<file path="src/rtl/ss_seq_if.sv">
`default_nettype none
// ============================================================================
// Module   : ss_seq_if
// Brief    : Request, mapper save-state port and byte streams of ss_seq.
// Revision : 1.0
// ============================================================================
interface ss_seq_if;
    logic       start_save;
    logic       start_load;
    logic       busy;
    logic       done;
    logic       err;
    logic       ss_act;
    logic       ss_we;
    logic [7:0] ss_addr;
    logic [7:0] ss_wdat;
    logic [7:0] ss_rdat;
    logic [7:0] out_dat;
    logic       out_valid;
    logic       out_ready;
    logic [7:0] in_dat;
    logic       in_valid;
    logic       in_ready;

    modport master (
        input  start_save, start_load, ss_rdat, out_ready, in_dat, in_valid,
        output busy, done, err, ss_act, ss_we, ss_addr, ss_wdat,
               out_dat, out_valid, in_ready
    );

    modport slave (
        output start_save, start_load, ss_rdat, out_ready, in_dat, in_valid,
        input  busy, done, err, ss_act, ss_we, ss_addr, ss_wdat,
               out_dat, out_valid, in_ready
    );
endinterface
`default_nettype wire

</file>
<file path="src/rtl/ss_seq.sv">
`default_nettype none
// ============================================================================
// Module   : ss_seq
// Brief    : Save-state sequencer: dumps mapper registers to a byte stream and
//            restores them from one, writing on M2 falling edges.
// Revision : 1.0
// ============================================================================
module ss_seq #(
    parameter int SS_LEN = 128,
    parameter int SETTLE = 2,
    parameter int M2_TMO = 4096
) (
    input  wire        clk,
    input  wire        map_rst,
    input  wire        m2,
    ss_seq_if.master   bus
);

    localparam int c_cnt_max = (SETTLE > M2_TMO) ? SETTLE : M2_TMO;
    localparam int c_cnt_w   = $clog2(c_cnt_max + 1);

    localparam logic [c_cnt_w-1:0] c_settle_last = c_cnt_w'(SETTLE);
    localparam logic [c_cnt_w-1:0] c_tmo_last    = c_cnt_w'(M2_TMO - 1);
    localparam logic [c_cnt_w-1:0] c_cnt_sat     = c_cnt_w'(c_cnt_max);
    localparam logic [7:0]         c_addr_last   = 8'(SS_LEN - 1);

    localparam logic [2:0] c_st_idle    = 3'd0;
    localparam logic [2:0] c_st_rd_set  = 3'd1;
    localparam logic [2:0] c_st_rd_push = 3'd2;
    localparam logic [2:0] c_st_wr_get  = 3'd3;
    localparam logic [2:0] c_st_wr_rise = 3'd4;
    localparam logic [2:0] c_st_wr_fall = 3'd5;
    localparam logic [2:0] c_st_fin     = 3'd6;

    logic [2:0]         r_state;
    logic [2:0]         w_nxt_state;

    logic [1:0]         r_m2_sync;
    logic               r_m2_prev;
    logic               w_m2_rise;
    logic               w_m2_fall;

    logic [c_cnt_w-1:0] r_cnt;
    logic               w_settled;
    logic               w_tmo_hit;
    logic               w_addr_last;
    logic               w_abort;

    logic [7:0]         r_addr;
    logic [7:0]         r_wdat;
    logic [7:0]         r_out_dat;
    logic               r_err;

    logic               r_active;
    logic               r_done;
    logic               r_we;
    logic               r_out_valid;
    logic               r_in_ready;

    logic               w_active;
    logic               w_done;
    logic               w_we;
    logic               w_out_valid;
    logic               w_in_ready;

    // M2 is asynchronous: two-flop synchronizer, then edge detect.
    always_ff @(posedge clk) begin
        if (map_rst) begin
            r_m2_sync <= 2'b00;
            r_m2_prev <= 1'b0;
        end else begin
            r_m2_sync <= {r_m2_sync[0], m2};
            r_m2_prev <= r_m2_sync[1];
        end
    end

    assign w_m2_rise   = r_m2_sync[1] & ~r_m2_prev;
    assign w_m2_fall   = ~r_m2_sync[1] & r_m2_prev;

    assign w_settled   = (r_cnt == c_settle_last);
    assign w_tmo_hit   = (r_cnt == c_tmo_last);
    assign w_addr_last = (r_addr == c_addr_last);
    assign w_abort     = ((r_state == c_st_wr_rise) && !w_m2_rise && w_tmo_hit) ||
                         ((r_state == c_st_wr_fall) && !w_m2_fall && w_tmo_hit);

    always_ff @(posedge clk) begin
        if (map_rst) begin
            r_state <= c_st_idle;
        end else begin
            r_state <= w_nxt_state;
        end
    end

    always_comb begin
        w_nxt_state = r_state;
        case (r_state)
            c_st_idle: begin
                if (bus.start_save) begin
                    w_nxt_state = c_st_rd_set;
                end else if (bus.start_load) begin
                    w_nxt_state = c_st_wr_get;
                end
            end
            c_st_rd_set: begin
                if (w_settled) begin
                    w_nxt_state = c_st_rd_push;
                end
            end
            c_st_rd_push: begin
                if (bus.out_ready) begin
                    w_nxt_state = w_addr_last ? c_st_fin : c_st_rd_set;
                end
            end
            c_st_wr_get: begin
                if (bus.in_valid) begin
                    w_nxt_state = c_st_wr_rise;
                end
            end
            c_st_wr_rise: begin
                if (w_m2_rise) begin
                    w_nxt_state = c_st_wr_fall;
                end else if (w_tmo_hit) begin
                    w_nxt_state = c_st_fin;
                end
            end
            c_st_wr_fall: begin
                if (w_m2_fall) begin
                    w_nxt_state = w_addr_last ? c_st_fin : c_st_wr_get;
                end else if (w_tmo_hit) begin
                    w_nxt_state = c_st_fin;
                end
            end
            c_st_fin: begin
                w_nxt_state = c_st_idle;
            end
            default: begin
                w_nxt_state = c_st_idle;
            end
        endcase
        if (map_rst) begin
            w_nxt_state = c_st_idle;
        end
    end

    // Outputs decode the next state and are registered, so they are glitch
    // free and line up exactly with the state they belong to.
    always_comb begin
        w_active    = 1'b0;
        w_done      = 1'b0;
        w_we        = 1'b0;
        w_out_valid = 1'b0;
        w_in_ready  = 1'b0;
        case (w_nxt_state)
            c_st_rd_set:  w_active = 1'b1;
            c_st_rd_push: begin
                w_active    = 1'b1;
                w_out_valid = 1'b1;
            end
            c_st_wr_get: begin
                w_active   = 1'b1;
                w_in_ready = 1'b1;
            end
            c_st_wr_rise, c_st_wr_fall: begin
                w_active = 1'b1;
                w_we     = 1'b1;
            end
            c_st_fin:     w_done = 1'b1;
            default:      w_active = 1'b0;
        endcase
    end

    always_ff @(posedge clk) begin
        if (map_rst) begin
            r_active    <= 1'b0;
            r_done      <= 1'b0;
            r_we        <= 1'b0;
            r_out_valid <= 1'b0;
            r_in_ready  <= 1'b0;
        end else begin
            r_active    <= w_active;
            r_done      <= w_done;
            r_we        <= w_we;
            r_out_valid <= w_out_valid;
            r_in_ready  <= w_in_ready;
        end
    end

    // One counter serves both the settle wait and the per-edge M2 timeout;
    // it restarts on every state change and saturates so it cannot wrap.
    always_ff @(posedge clk) begin
        if (map_rst || (w_nxt_state != r_state)) begin
            r_cnt <= '0;
        end else if (r_cnt != c_cnt_sat) begin
            r_cnt <= r_cnt + c_cnt_w'(1);
        end
    end

    always_ff @(posedge clk) begin
        if (map_rst) begin
            r_addr    <= 8'h00;
            r_wdat    <= 8'h00;
            r_out_dat <= 8'h00;
            r_err     <= 1'b0;
        end else begin
            case (r_state)
                c_st_idle: begin
                    if (bus.start_save || bus.start_load) begin
                        r_addr <= 8'h00;
                        r_err  <= 1'b0;
                    end
                end
                c_st_rd_set: begin
                    if (w_settled) begin
                        r_out_dat <= bus.ss_rdat;
                    end
                end
                c_st_rd_push: begin
                    if (bus.out_ready && !w_addr_last) begin
                        r_addr <= r_addr + 8'd1;
                    end
                end
                c_st_wr_get: begin
                    if (bus.in_valid) begin
                        r_wdat <= bus.in_dat;
                    end
                end
                c_st_wr_fall: begin
                    // Address moves on the same edge that drops ss_we.
                    if (w_m2_fall && !w_addr_last) begin
                        r_addr <= r_addr + 8'd1;
                    end
                end
                default: begin
                    r_addr <= r_addr;
                end
            endcase
            if (w_abort) begin
                r_err <= 1'b1;
            end
        end
    end

    assign bus.busy      = r_active;
    assign bus.ss_act    = r_active;
    assign bus.done      = r_done;
    assign bus.err       = r_err;
    assign bus.ss_we     = r_we;
    assign bus.ss_addr   = r_addr;
    assign bus.ss_wdat   = r_wdat;
    assign bus.out_dat   = r_out_dat;
    assign bus.out_valid = r_out_valid;
    assign bus.in_ready  = r_in_ready;

endmodule
`default_nettype wire

</file>
<file path="src/flat_wrapper.sv">
// flat-port wrapper written by rule: the top's interface ports become plain ports
module ss_seq_flat 
#(
    parameter int SS_LEN = 128,
    parameter int SETTLE = 2,
    parameter int M2_TMO = 4096
)
  (clk, map_rst, m2, bus_start_save, bus_start_load, bus_ss_rdat, bus_out_ready, bus_in_dat, bus_in_valid, bus_busy, bus_done, bus_err, bus_ss_act, bus_ss_we, bus_ss_addr, bus_ss_wdat, bus_out_dat, bus_out_valid, bus_in_ready);
  ss_seq_if bus_i ();
  input  wire clk;
  input  wire map_rst;
  input  wire m2;
  input wire logic [$bits(bus_i.start_save)-1:0] bus_start_save;
  input wire logic [$bits(bus_i.start_load)-1:0] bus_start_load;
  input wire logic [$bits(bus_i.ss_rdat)-1:0] bus_ss_rdat;
  input wire logic [$bits(bus_i.out_ready)-1:0] bus_out_ready;
  input wire logic [$bits(bus_i.in_dat)-1:0] bus_in_dat;
  input wire logic [$bits(bus_i.in_valid)-1:0] bus_in_valid;
  output wire logic [$bits(bus_i.busy)-1:0] bus_busy;
  output wire logic [$bits(bus_i.done)-1:0] bus_done;
  output wire logic [$bits(bus_i.err)-1:0] bus_err;
  output wire logic [$bits(bus_i.ss_act)-1:0] bus_ss_act;
  output wire logic [$bits(bus_i.ss_we)-1:0] bus_ss_we;
  output wire logic [$bits(bus_i.ss_addr)-1:0] bus_ss_addr;
  output wire logic [$bits(bus_i.ss_wdat)-1:0] bus_ss_wdat;
  output wire logic [$bits(bus_i.out_dat)-1:0] bus_out_dat;
  output wire logic [$bits(bus_i.out_valid)-1:0] bus_out_valid;
  output wire logic [$bits(bus_i.in_ready)-1:0] bus_in_ready;
  assign bus_i.start_save = bus_start_save;
  assign bus_i.start_load = bus_start_load;
  assign bus_i.ss_rdat = bus_ss_rdat;
  assign bus_i.out_ready = bus_out_ready;
  assign bus_i.in_dat = bus_in_dat;
  assign bus_i.in_valid = bus_in_valid;
  assign bus_busy = bus_i.busy;
  assign bus_done = bus_i.done;
  assign bus_err = bus_i.err;
  assign bus_ss_act = bus_i.ss_act;
  assign bus_ss_we = bus_i.ss_we;
  assign bus_ss_addr = bus_i.ss_addr;
  assign bus_ss_wdat = bus_i.ss_wdat;
  assign bus_out_dat = bus_i.out_dat;
  assign bus_out_valid = bus_i.out_valid;
  assign bus_in_ready = bus_i.in_ready;
  ss_seq #(.SS_LEN(SS_LEN), .SETTLE(SETTLE), .M2_TMO(M2_TMO)) u_core (.clk(clk), .map_rst(map_rst), .m2(m2), .bus(bus_i));
endmodule
</file>
<file path="config.mk">
export PLATFORM = sky130hd
export DESIGN_NAME = ss_seq_flat
export DESIGN_NICKNAME = d
export VERILOG_FILES = /design/src/rtl/ss_seq_if.sv /design/src/rtl/ss_seq.sv /design/src/flat_wrapper.sv
export SDC_FILE = /design/constraint.sdc
export NUM_CORES = 1
export LEC_CHECK = 0
export ABC_AREA = 1
export CAP_MARGIN = 30
export CORE_MARGIN = 4
export CORE_UTILIZATION = 31
export DETAILED_ROUTE_END_ITERATION = 10
export PLACE_DENSITY_LB_ADDON = 0.08
export SLEW_MARGIN = 20
export SYNTH_ARGS = -nofsm -noshare
export SYNTH_HDL_FRONTEND = slang
export SYNTH_SLANG_ARGS = --single-unit
</file>
<file path="constraint.sdc">
create_clock -name clk -period 3.6 [get_ports clk]
set_clock_uncertainty 0.15 [all_clocks]
set_input_delay 0.72 -clock clk [delete_from_list [all_inputs] [get_ports clk]]
set_output_delay 0.72 -clock clk [all_outputs]
set_load 0.005 [all_outputs]
</file>
==> out/results.tsv <==
stage	metric	value	unit
run_status	status	complete, no violations	
critical_path	worst_setup_path_end_kind	flop	
final_layout	num_antenna_cells	0	
yosys	dominantRegCellSynth	dfxtp_1	
clock_tree	post-cts-setup-buffers	0	
final_layout	layout-drive-gt1-share	9.677	%
clock_tree	cts_tree	built	
timing	slew_violations	0	
yosys	synth_area_leaders	dfxtp_1 43%, nand2_1 11%, nand3_1 6.3%	
drt	vias	2042	
final_layout	syn_to_final_growth	32.05	%
yosys	synthArstFlopShare	0	%
drt	drt_iter0_markers	55	
drt	drc_errors	0	
drt	dr.pass1.iters	4	
floorplan	fp.coreArea	0.007253	sq mm
yosys	netlist_area	0.002307	sq mm
timing	final_hold_viol_count	0	
placement	pre_cts_ws	0.6795	ns
yosys	synth_fp_nets	344	
critical_path	crit_buf_inv	1	
critical_path	crit_type	primary input to flop	
power_and_ir_drop	peakVddDrop	236.9	uV
clock_tree	holdBufCountCts	0	
yosys	yosysWarnings	0	
global_route	grt_usage	12.55	%
yosys	synth-seq-area-share	42.52	%
critical_path	crit_path_start	bus_in_valid	
clock_tree	path_clk_slew	0.09	ns
placement	hpwl	3963	um
final_layout	multiInputGateArea	0.001130	sq mm
floorplan	rows	31	
drt	routed_via_density	4.335	
yosys	synth_area_per_cell	7.278	sq um
timing	layout_worst_path_cycle_share	71.22	%
yosys	ys_seq_elements	49	
floorplan	fp.dieW	94.27	um
final_layout	fillers	750	
clock_tree	clock_latency	0.30	ns
global_route	grt_pass1_vias	1986	
critical_path	worstPathCellList	clkdlybuf4s50_1 > nor3_1 > nor2_1 > nand2_1 > nor2_1 > nand3_2 > a21oi_2 > nand3_2 > nor2_2	
yosys	yosysTopAreaCellShare	42.52	%
final_layout	fin_nets	398	
floorplan	start_util	31.81	%
global_route	grt_max_degree	21	
timing	tightest_slew	0.4175	ns
yosys	synthMostInstantiatedCell	nand2_1	
clock_tree	cts_resized	0	
hold_path	hp-class	flop to flop	
critical_path	crit_arrival	2.64	ns
critical_path	slowest_delay	0.72	ns
critical_path	cpLargestDelayFamily	simple AND/OR/NAND/NOR gates	
timing	setup_violations	0	
timing	rsz0062_at_grt	no	
yosys	synth_edf_count	0	
clock_tree	cts-root-buf	clkbuf_8	
final_layout	seq_area	980.9	sq um
drt	finalWirelength	5156	um
global_route	gr-total-overflow	0	
job	drv_cap	0	
critical_path	required	3.68	ns
clock_tree	cts-buffers-inserted	5	
timing	relSlewSlack	72.08	%
floorplan	chipHeight	94.27	um
power_and_ir_drop	p_leak	1.255	nW
clock_tree	cts_num_sinks	49	
placement	place_congestion	0.8325	
yosys	synth_common_cells	70 x nand2_1, 49 x dfxtp_1, 38 x inv_1, 35 x nor2_1, 29 x nand3_1	
floorplan	dieArea	0.008887	sq mm
yosys	yosys.area.top_type	dfxtp_1	
timing	tns	0	ns
critical_path	cp_slowest_cell	clkdlybuf4s50_1	
drt	antenna_left	0	
hold_path	worstHoldStart	u_core.r_m2_sync[0]	
floorplan	boundaryPins	54	
yosys	yosysUniqueCellTypes	28	
timing	period_minus_slack	2.564	ns
timing	max_freq	0.3901	GHz
timing	hold_ws	0.2549	ns
timing	setup_slack	1.036	ns
critical_path	critPathMaxFanout	13	
yosys	synth_cells	317	
power_and_ir_drop	pwr_density_cell	395.1	mW/mm^2
global_route	grt_pass1_wl	8983	um
clock_tree	clock_path_buffers	2	
critical_path	reg2reg_from	u_core.r_cnt[0]	
global_route	antenna_found_initial	0	
placement	io_buffers	53	
critical_path	cp-start-kind	primary input	
drt	wire_per_inst	10.95	um
clock_tree	h-tree-depth	2	
-- kinds of logic after synthesis --
kind of cell | synth area share [%]
DFF | 42.52
adders and majority gates | 2.169
AOI/OAI and AO/OA | 7.158
and+or+nand+nor | 34.71
xor gates and xnor gates | 4.935
buffers and inverters | 8.514
-- cells in the final DEF (no fill, tap or decap), types with 2 or more instances in the layout --
master	n
a21oi_1	25
ha_1	4
nand4_1	5
inv_2	3
nor2_4	2
o21ai_0	3
inv_1	38
nand2_2	3
nand2_1	70
nand3_1	29
xnor2_1	6
xor2_1	7
dfxtp_1	49
clkdlybuf4s50_1	53
nand3_2	2
nor3_1	8
clkbuf_8	6
nor2_2	12
nand2_4	3
nor2_1	35
-- final cells by class --
class | instances | share of cell area, %
Inverter | 41 | 5.051
Multi-Input combinational cell | 220 | 37.08
Sequential cell | 49 | 32.20
Clock inverter | 2 | 1.232
Clock buffer | 6 | 2.710
Timing Repair Buffer | 54 | 17.66
Tap cell | 99 | 4.066
-- power by group --
group          internal (W)  total (W)  switching, W
clock network      0.000226   0.000411      0.000185
logic             0.0000876   0.000211      0.000123
registers          0.000563   0.000582     0.0000188
total              0.000877    0.00120      0.000327
-- flip-flops by register name, summed over array words and instances, names as in the netlist, 2 cells and up --
name                count
u_core.r_cnt           13
u_core.bus.out_dat      8
u_core.bus.ss_addr      8
u_core.bus.ss_wdat      8
u_core.r_state          3
u_core.r_m2_sync        2
-- layer usage --
| layer | routed length (um) | share of wire (%) | track usage, % | vias up |
|---|---|---|---|---|
| met5 | 0 | 0 | 0 | - |
| met4 | 76 | 1.5 | 3.971 | 0 |
| met3 | 350 | 6.8 | 3.686 | 5 |
| met2 | 2119 | 41 | 18.97 | 51 |
| met1 | 2608 | 51 | 17.09 | 883 |
| li1 | - | - | - | 1103 |
-- tightest hold or removal path, stage by stage (launching register included) --
cell     delay (ns)
dfxtp_1        0.30
inv_1          0.04
nor2_1         0.03
-- final timing paths --
kind	endpoint	slack [ns]	cells after the start
worst min register to register	u_core.r_m2_sync[1]	0.25	2
worst max-delay path	u_core.r_cnt[5]	1.04	9
worst min-delay path	u_core.r_m2_sync[1]	0.25	2
worst max register to register	u_core.r_cnt[5]	1.27	11
-- stage by stage --
stage                     util, %  std cells  area [sq um]  total power (W)
after floorplan                 -        317          2307        0.0007308
after global placement      40.35        463          2927        0.0008059
after detailed placement    40.35        463          2927        0.0008073
after CTS                   42.00        471          3047         0.001225
after global routing        42.00        471          3047         0.001273
final                       42.00        471          3047         0.001204
Power figures use the tool's default switching activity.
